### src/rtl/seq_divider_pkg.sv
// seq_divider shared types.
// FSM state encodings for the restoring divider.
package seq_divider_pkg;

  typedef enum logic [1:0] {
    IDLE = 2'd0,
    CALC = 2'd1,
    DONE = 2'd2
  } state_t;

endpackage

### src/rtl/seq_divider_if.sv
// seq_divider request/result bundle.
// master drives operands, slave returns results.
interface seq_divider_if #(
  parameter int WIDTH = 8
) ();

  logic             start;
  logic [WIDTH-1:0] dividend;
  logic [WIDTH-1:0] divisor;
  logic             busy;
  logic             done;
  logic [WIDTH-1:0] quotient;
  logic [WIDTH-1:0] remainder;
  logic             div_by_zero;

  modport master (
    output start,
    output dividend,
    output divisor,
    input  busy,
    input  done,
    input  quotient,
    input  remainder,
    input  div_by_zero
  );

  modport slave (
    input  start,
    input  dividend,
    input  divisor,
    output busy,
    output done,
    output quotient,
    output remainder,
    output div_by_zero
  );

endinterface

### src/rtl/seq_divider_sub_nbit.sv
// sub_nbit: N-bit ripple subtractor.
// diff = a - b, borrow set when a < b.
module sub_nbit #(
  parameter int N = 9
) (
  input  logic [N-1:0] a,
  input  logic [N-1:0] b,
  output logic [N-1:0] diff,
  output logic         borrow
);

  logic [N:0] bw;

  assign bw[0] = 1'b0;

  for (genvar i = 0; i < N; i++) begin : g_bit
    assign diff[i]  = a[i] ^ b[i] ^ bw[i];
    assign bw[i+1]  = (~a[i] & b[i])
                    | (~(a[i] ^ b[i]) & bw[i]);
  end

  assign borrow = bw[N];

endmodule

### src/rtl/seq_divider.sv
// seq_divider: unsigned restoring divider.
// One quotient bit per cycle, MSB first.
module seq_divider
  import seq_divider_pkg::*;
#(
  parameter int WIDTH = 8
) (
  input  logic              clk,
  input  logic              reset,
  seq_divider_if.slave      bus
);

  localparam int CW = (WIDTH > 2) ? $clog2(WIDTH) : 1;

  state_t           state;
  logic [CW-1:0]    cnt;
  logic [WIDTH-1:0] quo;
  logic [WIDTH-1:0] rem;
  logic [WIDTH-1:0] dvs;
  logic             busy_q;
  logic             done_q;
  logic             dbz_q;

  // quo starts as the dividend; its MSB is the next bit to bring down
  logic [WIDTH:0]   shifted;
  logic [WIDTH:0]   trial_b;
  logic [WIDTH:0]   diff;
  logic             borrow;

  assign shifted = {rem, quo[WIDTH-1]};
  assign trial_b = {1'b0, dvs};

  sub_nbit #(
    .N(WIDTH + 1)
  ) u_sub (
    .a      (shifted),
    .b      (trial_b),
    .diff   (diff),
    .borrow (borrow)
  );

  // Divider FSM, shift registers and registered outputs
  always_ff @(posedge clk) begin
    if (reset) begin
      state  <= IDLE;
      cnt    <= '0;
      quo    <= '0;
      rem    <= '0;
      dvs    <= '0;
      busy_q <= 1'b0;
      done_q <= 1'b0;
      dbz_q  <= 1'b0;
    end else begin
      unique case (state)
        IDLE: begin
          if (bus.start) begin
            if (bus.divisor != '0) begin
              quo    <= bus.dividend;
              dvs    <= bus.divisor;
              rem    <= '0;
              dbz_q  <= 1'b0;
              cnt    <= CW'(WIDTH - 1);
              busy_q <= 1'b1;
              state  <= CALC;
            end else begin
              quo    <= '1;
              rem    <= bus.dividend;
              dbz_q  <= 1'b1;
              done_q <= 1'b1;
              state  <= DONE;
            end
          end
        end
        CALC: begin
          rem <= borrow ? shifted[WIDTH-1:0]
                        : diff[WIDTH-1:0];
          quo <= {quo[WIDTH-2:0], ~borrow};
          if (cnt == '0) begin
            busy_q <= 1'b0;
            done_q <= 1'b1;
            state  <= DONE;
          end else begin
            cnt <= cnt - 1'b1;
          end
        end
        DONE: begin
          done_q <= 1'b0;
          state  <= IDLE;
        end
        default: state <= IDLE;
      endcase
    end
  end

  assign bus.busy        = busy_q;
  assign bus.done        = done_q;
  assign bus.quotient    = quo;
  assign bus.remainder   = rem;
  assign bus.div_by_zero = dbz_q;

endmodule

### src/flat_wrapper.sv
// flat-port wrapper written by rule: the top's interface ports become plain ports
module seq_divider_flat import seq_divider_pkg::*;
#(
  parameter int WIDTH = 8
)
  (clk, reset, bus_start, bus_dividend, bus_divisor, bus_busy, bus_done, bus_quotient, bus_remainder, bus_div_by_zero);
  seq_divider_if #(.WIDTH(WIDTH)) bus_i ();
  input  logic clk;
  input  logic reset;
  input wire logic [$bits(bus_i.start)-1:0] bus_start;
  input wire logic [$bits(bus_i.dividend)-1:0] bus_dividend;
  input wire logic [$bits(bus_i.divisor)-1:0] bus_divisor;
  output wire logic [$bits(bus_i.busy)-1:0] bus_busy;
  output wire logic [$bits(bus_i.done)-1:0] bus_done;
  output wire logic [$bits(bus_i.quotient)-1:0] bus_quotient;
  output wire logic [$bits(bus_i.remainder)-1:0] bus_remainder;
  output wire logic [$bits(bus_i.div_by_zero)-1:0] bus_div_by_zero;
  assign bus_i.start = bus_start;
  assign bus_i.dividend = bus_dividend;
  assign bus_i.divisor = bus_divisor;
  assign bus_busy = bus_i.busy;
  assign bus_done = bus_i.done;
  assign bus_quotient = bus_i.quotient;
  assign bus_remainder = bus_i.remainder;
  assign bus_div_by_zero = bus_i.div_by_zero;
  seq_divider #(.WIDTH(WIDTH)) u_core (.clk(clk), .reset(reset), .bus(bus_i));
endmodule
### config.mk
export PLATFORM = sky130hd
export DESIGN_NAME = seq_divider_flat
export DESIGN_NICKNAME = d
export VERILOG_FILES = /design/src/rtl/seq_divider_pkg.sv /design/src/rtl/seq_divider_if.sv /design/src/rtl/seq_divider_sub_nbit.sv /design/src/rtl/seq_divider.sv /design/src/flat_wrapper.sv
export SDC_FILE = /design/constraint.sdc
export NUM_CORES = 1
export LEC_CHECK = 0
export CORE_MARGIN = 2
export CORE_UTILIZATION = 30
export CTS_CLUSTER_SIZE = 16
export DETAILED_ROUTE_END_ITERATION = 10
export PLACE_DENSITY = 0.64
export SLEW_MARGIN = 5
export SYNTH_ARGS = -nofsm -noshare
export SYNTH_HDL_FRONTEND = slang
export SYNTH_SLANG_ARGS = --single-unit
### constraint.sdc
create_clock -name clk -period 5.1 [get_ports clk]
set_input_delay 0.51 -clock clk [delete_from_list [all_inputs] [get_ports clk]]
set_output_delay 0.51 -clock clk [all_outputs]
set_load 0.02 [all_outputs]
==> qor.yml, run 1 <==
global_routing:
  grt.overflow.total: 0
  grt_usage_pct: 12.8
  grt_pass1_wl_um: 6140
  antenna_found_initial: 0
  grt_pass1_vias: 1208
  grt_max_degree: 33
floorplan:
  io_pins: 38
  core-area_um2: 5110
  die_h_um: 76.8
  num_rows: 26
  die_x_um: 76.8
  initial_core_util_pct: 31.2
  dieArea_um2: 5900
cts:
  post_cts_resized: 0
  clk_pin_slew_ns: 0.07
  cts_root_buf: "clkbuf_8"
  hold_buffers: 0
  cts_inserted_buffers: 5
  cts_tree: "built"
  clk_latency_ns: 0.27
  cts_setup_buffers: 0
  htree_levels: 2
  clockBufferDepth: 2
  cts.sinks: 32
routing:
  routed_wl_um: 3630
  drt_iter0_drc: 89
  routed_via_density: 5.03
  drc_errors: 0
  ant_nets: 0
  num_vias: 1348
  dr.pass1.iters: 4
  wire_per_inst_um: 13.6
power:
  leakage_nw: 0.784
  power_density_nw_per_um2: 350
  vdd_ir_drop_max_mv: 0.127
cells_and_area:
  final_common_cell: "clkdlybuf4s50_1"
  drive_gt1_share_pct: 7.07
  nets: 227
  fin_util_pct: 41.1
  syn2layout_area_growth_pct: 32.0
  final_design_area_no_fill_um2: 2100
  n_antenna_cell: 0
  mostFrequentLayoutCells: "37 x clkdlybuf4s50_1, 32 x dfxtp_1, 17 x nor2_1, 16 x mux2i_1, 13 x a21oi_1"
setup_path:
  cpMostUsedCell: "fa_1"
  crit_chain: "inv_1 -> ha_1 -> fa_1 -> fa_1 -> fa_1 -> fa_1 -> fa_1 -> fa_1 -> fa_1 -> nand2b_1 -> mux2i_1 -> a221oi_1 -> a211oi_1"
  slowest_stage: "fa_1"
  start_kind: "flop"
  reg2reg_from: "u_core.bus.quotient[7]$_SDFFE_PP0P_"
  slowest_delay_ns: 0.39
  criticalPathCategory: "reg -> reg"
  cp-end-kind: "flop"
  worstSetupStartpoint: "u_core.bus.quotient[7]$_SDFFE_PP0P_"
  cp_max_fo: 9
  worstPathRequired_ns: 5.26
  critPathArrivalTime_ns: 4.64
yosys:
  syn_inst: 164
  postSynth.asyncResetShare_pct: 0
  ys_seq_elements: 32
  yosysTopAreaCell: "dfxtp_1"
  ys.flop_type: "dfxtp_1"
  ys_types: 27
  synth_edf_count: 0
  synth.area.top_cells: "dfxtp_1 40%, mux2i_1 10%, fa_1 8.8%"
  avgSynthCellArea_um2: 9.70
  ys_seq_area_share_pct: 40.3
  synth_fp_nets: 193
  yosys.area.top_type_share_pct: 40.3
  yosysWarnings: 0
  netlist_area_um2: 1590
place:
  gp_congestion: 0.706
  dp.final_hpwl_um: 2700
  place_area_um2: 2000
  numPortBuffers: 37
timing:
  worst_slew_pin_slew_ns: 1.19
  worst_clock_skew_ns: 0.00517
  tns_ns: 0
  slew_headroom_pct: 20.2
  fmax_ghz: 0.223
  hold_ws_ns: 0.471
  finalCritPeriodShare_pct: 87.8
  maxSlewViolCount: 0
  finalCriticalPeriod_ns: 4.48
  setup_viol: 0
  rsz0062_at_grt: "false"
  finalHoldViolCount: 0
flow_run:
  drv_cap: 0
outcome:
  status: "completed"
hold_path:
  hold_path.class: "reg -> reg"
  hold_start: "u_core.bus.div_by_zero$_SDFFE_PP0P_"
## synth_stat cells, types with 3 or more instances
cell	n
a221oi_1	9
a211oi_1	8
a21oi_1	13
nand2_1	11
dfxtp_1	32
nor2_1	17
nor2b_1	3
mux2i_1	16
inv_1	10
o221ai_1	8
ha_1	3
nand2b_1	3
clkbuf_1	9
fa_1	7
## cell type report
class                           instances  area [um^2]
Inverter                               10         37.5
Timing Repair Buffer                   37          370
Sequential cell                        32          641
Tap cell                               70         87.6
Fill cell                             528         3010
Clock buffer                            7         96.3
Multi-Input combinational cell        112          868
## through the flow
stage	setup WS, ns	power (mW)	cells
floorplan	0.678	0.459	164
global placement	0.730	0.534	261
detailed placement	0.665	0.535	261
CTS	0.639	0.742	268
global route	0.396	0.782	268
finish	0.622	0.736	268
## per-layer routing
metal	vias to the layer above	track usage [%]	wire, um
li1	664	-	-
met3	5	2.94	191
met4	0	4.91	46
met1	639	19.0	1810
met5	-	0	0
met2	40	17.8	1590
## final timing paths
kind,endpoint,slack (ns),cells after the start
max,u_core.bus.remainder[0]$_SDFFE_PP0P_,0.62,13
min,u_core.bus.div_by_zero$_SDFFE_PP0P_,0.47,2
max reg2reg,u_core.bus.remainder[0]$_SDFFE_PP0P_,0.62,13
min reg2reg,u_core.bus.div_by_zero$_SDFFE_PP0P_,0.47,2
## report_power, final
| group | leakage (nW) | internal (mW) | switching, mW |
|---|---|---|---|
| Sequential | 0.264 | 0.278 | 0.0194 |
| Clock | 0.0503 | 0.120 | 0.0868 |
| Combinational | 0.470 | 0.109 | 0.123 |
| Total | 0.784 | 0.507 | 0.229 |
## worst max-delay path, delay by kind of cell (launching register included)
family / cells / cell delay, ns
simple gates: 1 / 0.39
compound gates: 2 / 0.37
buf+inv: 1 / 0.07
flops: 1 / 0.35
mux: 1 / 0.26
fa+ha+maj: 8 / 2.95
## registers in the layout, indices dropped and copies added, names as in the netlist
name / cells
u_core.dvs: 8
u_core.bus.busy: 1
u_core.bus.quotient: 8
u_core.bus.div_by_zero: 1
u_core.cnt: 3
u_core.bus.remainder: 8
u_core.bus.done: 1
u_core.state: 2
## kinds of logic (layout without fill, tap and decap cells)
group	after synthesis	in the layout	synth area share, %
AO/OA/AOI/OAI	44	44	19.9
adder cells (fa/ha/maj)	10	10	11.2
buffers and inverters	20	54	5.19
flip-flops	32	32	40.3
multiplexers	16	16	10.1
AND/OR/NAND/NOR	42	42	13.4
No activity file was read; power rests on OpenSTA's default activity.
==> run 2: changes to the inputs <==
Settings changed: CTS_BUF_LIST set to sky130_fd_sc_hd__clkbuf_16.
==> qor.yml, run 2 (synthesis results as in run 1) <==
hold_path:
  hold_path.class: "reg -> reg"
  min_path_cells: 2
power:
  p_int_uw: 562
  fin_total_pwr_uw: 800
  seq_power_share_pct: 37.2
  power_switching_uw: 238
  comb_power_share_pct: 29.1
  swShare_pct: 29.8
  vdd_ir_drop_max_mv: 0.131
  power_density_nw_per_um2: 374
  clkPwrFrac_pct: 33.7
  leakage_nw: 0.798
cts:
  htree_levels: 2
  cts_inserted_buffers: 5
  cts.sinks: 32
  hold_buffers: 0
  clk_pin_slew_ns: 0.05
  post_cts_resized: 0
  cts_tree: "built"
  cts_root_buf: "clkbuf_16"
  clk_latency_ns: 0.27
  clockBufferDepth: 2
  cts_setup_buffers: 0
setup_path:
  cp-end-kind: "flop"
  worstPathRequired_ns: 5.26
  slowest_delay_ns: 0.39
  path_buf_inv: 1
  crit_chain: "inv_1 -> ha_1 -> fa_1 -> fa_1 -> fa_1 -> fa_1 -> fa_1 -> fa_1 -> fa_1 -> nand2b_1 -> mux2i_1 -> a221oi_1 -> a211oi_1"
  start_kind: "flop"
  slowest_stage: "fa_1"
  critPathTopFamily: "adder cells"
  rr_worst_depth: 13
  cp.depth: 13
  cp_max_fo: 9
  cpMostUsedCell: "fa_1"
  critPathArrivalTime_ns: 4.63
  criticalPathCategory: "reg -> reg"
timing:
  worst_slew_pin_slew_ns: 1.19
  worst_clock_skew_ns: 0.00625
  finalCritPeriodShare_pct: 87.8
  maxSlewViolCount: 0
  rsz0062_at_grt: "false"
  slew_headroom_pct: 20.2
  fmax_ghz: 0.223
  finalCriticalPeriod_ns: 4.48
  setup_viol: 0
  hold_ws_ns: 0.466
  finalHoldViolCount: 0
  tns_ns: 0
  timing.final.ws_setup_ns: 0.623
routing:
  routed_wl_um: 3630
  routed_via_density: 5.06
  ant_nets: 0
  wire_per_inst_um: 13.6
  dr.pass1.iters: 4
  drt_iter0_drc: 93
  num_vias: 1356
  drc_errors: 0
floorplan:
  die_x_um: 76.8
  initial_core_util_pct: 31.2
  die_h_um: 76.8
  io_pins: 38
  core-area_um2: 5110
  num_rows: 26
  dieArea_um2: 5900
global_routing:
  grt_pass1_wl_um: 6210
  grt_max_degree: 33
  grt_usage_pct: 13.1
  grt.overflow.total: 0
  antenna_found_initial: 0
  grt_pass1_vias: 1224
cells_and_area:
  fin_util_pct: 41.8
  syn2layout_area_growth_pct: 34.3
  nets: 227
  n_antenna_cell: 0
  drive_gt1_share_pct: 6.06
  final_common_cell: "clkdlybuf4s50_1"
  mostFrequentLayoutCells: "37 x clkdlybuf4s50_1, 32 x dfxtp_1, 17 x nor2_1, 16 x mux2i_1, 13 x a21oi_1"
place:
  gp_congestion: 0.706
  numPortBuffers: 37
  dpl_worst_slack_ns: 0.665
  dp.final_hpwl_um: 2700
flow_run:
  drv_cap: 0
outcome:
  status: "completed"
-- run 2: cell count changes in the layout (fill, tap and decap cells not counted) --
cell / change
clkinv_1: +2
clkbuf_16: +5
clkbuf_8: -7
-- run 2: path summary, 6_finish.rpt --
| kind | startpoint | end | slack, ns |
|---|---|---|---|
| hold / removal | u_core.bus.div_by_zero$_SDFFE_PP0P_ | u_core.bus.div_by_zero$_SDFFE_PP0P_ | 0.47 |
| setup / recovery | u_core.bus.quotient[7]$_SDFFE_PP0P_ | u_core.bus.remainder[6]$_SDFFE_PP0P_ | 0.62 |
| setup reg to reg | u_core.bus.quotient[7]$_SDFFE_PP0P_ | u_core.bus.remainder[6]$_SDFFE_PP0P_ | 0.62 |
| hold reg to reg | u_core.bus.div_by_zero$_SDFFE_PP0P_ | u_core.bus.div_by_zero$_SDFFE_PP0P_ | 0.47 |
-- run 2: metal layers --
metal	track usage (%)	share of wire, %	vias up	wire length, um
met2	18.2	43	45	1550
met1	18.8	50	636	1820
met4	6.55	1.9	0	70
met3	3.29	5.4	8	197
li1	-	-	667	-
met5	0	0	-	0
-- run 2: stage by stage --
| stage | cells | area, um^2 |
|---|---|---|
| global placement | 261 | 2000 |
| detailed placement | 261 | 2000 |
| global route | 268 | 2140 |
| CTS | 268 | 2140 |
| floorplan | 164 | 1590 |
| finish | 268 | 2140 |
-- run 2: power groups by stage --
stage	registers [mW]	logic, mW	clock network [mW]
2_1_floorplan	0.319	0.140	0
4_1_cts	0.298	0.234	0.275
3_5_place_dp	0.303	0.232	0
6_report	0.298	0.233	0.269
3_3_place_gp	0.304	0.230	0
5_1_grt	0.302	0.258	0.290
-- run 2: worst register-to-register path, delay by kind of cell (launching register included) --
| kind | cells | cell delay [ns] |
|---|---|---|
| buf+inv | 1 | 0.06 |
| simple gates | 1 | 0.39 |
| fa+ha+maj | 8 | 2.92 |
| compound gates | 2 | 0.36 |
| flops | 1 | 0.34 |
| mux | 1 | 0.27 |
-- run 2: area by class of cell --
| cell class | count | area, um^2 |
|---|---|---|
| Fill cell | 517 | 2970 |
| Sequential cell | 32 | 641 |
| Clock buffer | 5 | 125 |
| Timing Repair Buffer | 37 | 370 |
| Clock inverter | 2 | 7.51 |
| Multi-Input combinational cell | 112 | 868 |
| Tap cell | 70 | 87.6 |
| Inverter | 10 | 37.5 |
==> run 3: changes to the inputs <==
Settings changed: CORE_MARGIN 2 to 8.
Clock period 5.1 ns to 4.2 ns, I/O delays scaled along.
==> qor.yml, run 3 (synthesis results as in run 1) <==
timing:
  finalCriticalPeriod_ns: 3.96
  slew_headroom_pct: 19.9
  tns_ns: 0
  fmax_ghz: 0.252
  finalCritPeriodShare_pct: 94.3
  setup_viol: 0
  timing.final.ws_setup_ns: 0.239
  rsz0062_at_grt: "false"
  worst_clock_skew_ns: 0.00733
  finalHoldViolCount: 0
  maxSlewViolCount: 0
  worst_slew_pin_slew_ns: 1.20
global_routing:
  grt_most_used_layer: "met2"
  grt_pass1_vias: 1371
  antenna_found_initial: 0
  grt_usage_pct: 11.4
  met1_usage_pct: 15.2
  grt_pass1_wl_um: 6970
  grt_use_met2_pct: 16.0
  grt.overflow.total: 0
  grt_max_degree: 33
  use_met3_pct: 3.25
cts:
  htree_levels: 2
  hold_buffers: 0
  cts_tree: "built"
  cts.sinks: 32
  clk_pin_slew_ns: 0.05
  cts_root_buf: "clkbuf_16"
  cts_inserted_buffers: 5
  clockBufferDepth: 2
  clk_latency_ns: 0.28
routing:
  drt_iter0_drc: 79
  routed_via_density: 5.04
  ant_nets: 0
  dr.pass1.iters: 4
  wire_per_inst_um: 15.4
  drc_errors: 0
  routed_wl_um: 4170
  num_vias: 1366
setup_path:
  reg2reg_from: "u_core.bus.quotient[7]$_SDFFE_PP0P_"
  slowest_delay_ns: 0.39
  critPathArrivalTime_ns: 4.14
  start_kind: "flop"
  reg2reg_to: "u_core.bus.remainder[3]$_SDFFE_PP0P_"
  cpMostUsedCell: "fa_2"
  cp-end-kind: "flop"
  rr_worst_depth: 14
  cp_max_fo: 4
  worstPathRequired_ns: 4.37
  worstSetupStartpoint: "u_core.bus.quotient[7]$_SDFFE_PP0P_"
  reg2reg_slack_ns: 0.24
  crit_chain: "inv_1 -> ha_1 -> fa_2 -> fa_1 -> fa_2 -> fa_2 -> fa_2 -> fa_1 -> fa_2 -> nand2b_4 -> clkbuf_16 -> mux2i_2 -> a221oi_2 -> a211oi_1"
  slowest_stage: "fa_1"
  criticalPathCategory: "reg -> reg"
  worstSetupEndpoint: "u_core.bus.remainder[3]$_SDFFE_PP0P_"
floorplan:
  initial_core_util_pct: 31.2
  core-area_um2: 5110
  die_h_um: 88.8
  io_pins: 38
  num_rows: 26
  dieArea_um2: 7890
  die_x_um: 88.8
hold_path:
  hold_path.class: "reg -> reg"
  min_path_cells: 2
cells_and_area:
  final_design_area_no_fill_um2: 2230
  seq_area_um2: 641
  final_common_cell: "clkdlybuf4s50_1"
  fin_util_pct: 43.6
  syn2layout_area_growth_pct: 39.9
  fill_cells: 504
  nets: 230
  fin_cells: 271
  drive_gt1_share_pct: 12.4
  multiInputGateArea_um2: 905
  n_antenna_cell: 0
  mostFrequentLayoutCells: "37 x clkdlybuf4s50_1, 32 x dfxtp_1, 17 x nor2_1, 15 x mux2i_1, 13 x a21oi_1"
outcome:
  status: "completed"
place:
  numPortBuffers: 37
  dp_cells: 263
  dpl_worst_slack_ns: 0.00243
  place_area_um2: 2030
  dp.final_hpwl_um: 3010
  gp_congestion: 0.780
flow_run:
  drv_cap: 0
power:
  vdd_ir_drop_max_mv: 0.172
  leakage_nw: 0.834
  power_density_nw_per_um2: 465
## run 3: changes by cell type in the layout (fill, tap and decap cells not counted), sizes merged
cell    delta
clkinv     -1
clkbuf     +1
buf        +2
inv        +1
## run 3: worst min path at each step
stage                                   startpoint                                  end  slack, ns
2_1_floorplan           u_core.cnt[2]$_SDFFE_PP0P_           u_core.cnt[2]$_SDFFE_PP0P_       0.45
3_3_place_gp   u_core.bus.div_by_zero$_SDFFE_PP0P_  u_core.bus.div_by_zero$_SDFFE_PP0P_       0.45
4_1_cts        u_core.bus.div_by_zero$_SDFFE_PP0P_  u_core.bus.div_by_zero$_SDFFE_PP0P_       0.46
6_report       u_core.bus.div_by_zero$_SDFFE_PP0P_  u_core.bus.div_by_zero$_SDFFE_PP0P_       0.46
5_1_grt        u_core.bus.quotient[3]$_SDFFE_PP0P_  u_core.bus.quotient[3]$_SDFFE_PP0P_       0.50
3_5_place_dp   u_core.bus.div_by_zero$_SDFFE_PP0P_  u_core.bus.div_by_zero$_SDFFE_PP0P_       0.45
## run 3: where the power goes
| group | total, mW | internal [mW] | switching (mW) | leakage (nW) |
|---|---|---|---|---|
| Combinational | 0.338 | 0.170 | 0.168 | 0.500 |
| Clock | 0.335 | 0.212 | 0.122 | 0.0709 |
| Sequential | 0.363 | 0.338 | 0.0248 | 0.264 |
## run 3: per-stage QoR
step	total power [mW]	hold slack [ns]
2_1_floorplan	0.559	0.449
3_3_place_gp	0.666	0.449
3_5_place_dp	0.670	0.454
4_1_cts	1.01	0.461
5_1_grt	1.09	0.497
6_report	1.03	0.457
## run 3: timing repair
item | 4_1_cts | 5_1_grt
endpoints found under the setup margin | 0 | 8
buffers inserted | 0 | 0
hold endpoints to repair | 0 | 0
resized for setup | 0 | 9
## run 3: final cells by class
class                      count  share of cell area (%)
multi-input combinational    112                    40.6
sequential                    32                    28.8
timing repair buffer          40                    19.0
clock buffer                   5                    5.62
tap                           70                    3.93
inverter                      10                    1.69
clock inverter                 2                   0.393
## run 3: worst max-delay path: cells and delay by family (launching register included)
kind	cells	cell delay (ns)
multiplexers	1	0.21
adder cells (fa/ha/maj)	8	2.74
buffers and inverters	2	0.20
flip-flops	1	0.32
AO/OA/AOI/OAI	2	0.29
AND/OR/NAND/NOR	1	0.11
## run 3: routing by layer
metal	part of all wire [%]	vias up
li1	-	670
met1	47	652
met2	44	40
met3	7.1	4
met4	1.9	0
met5	0	-
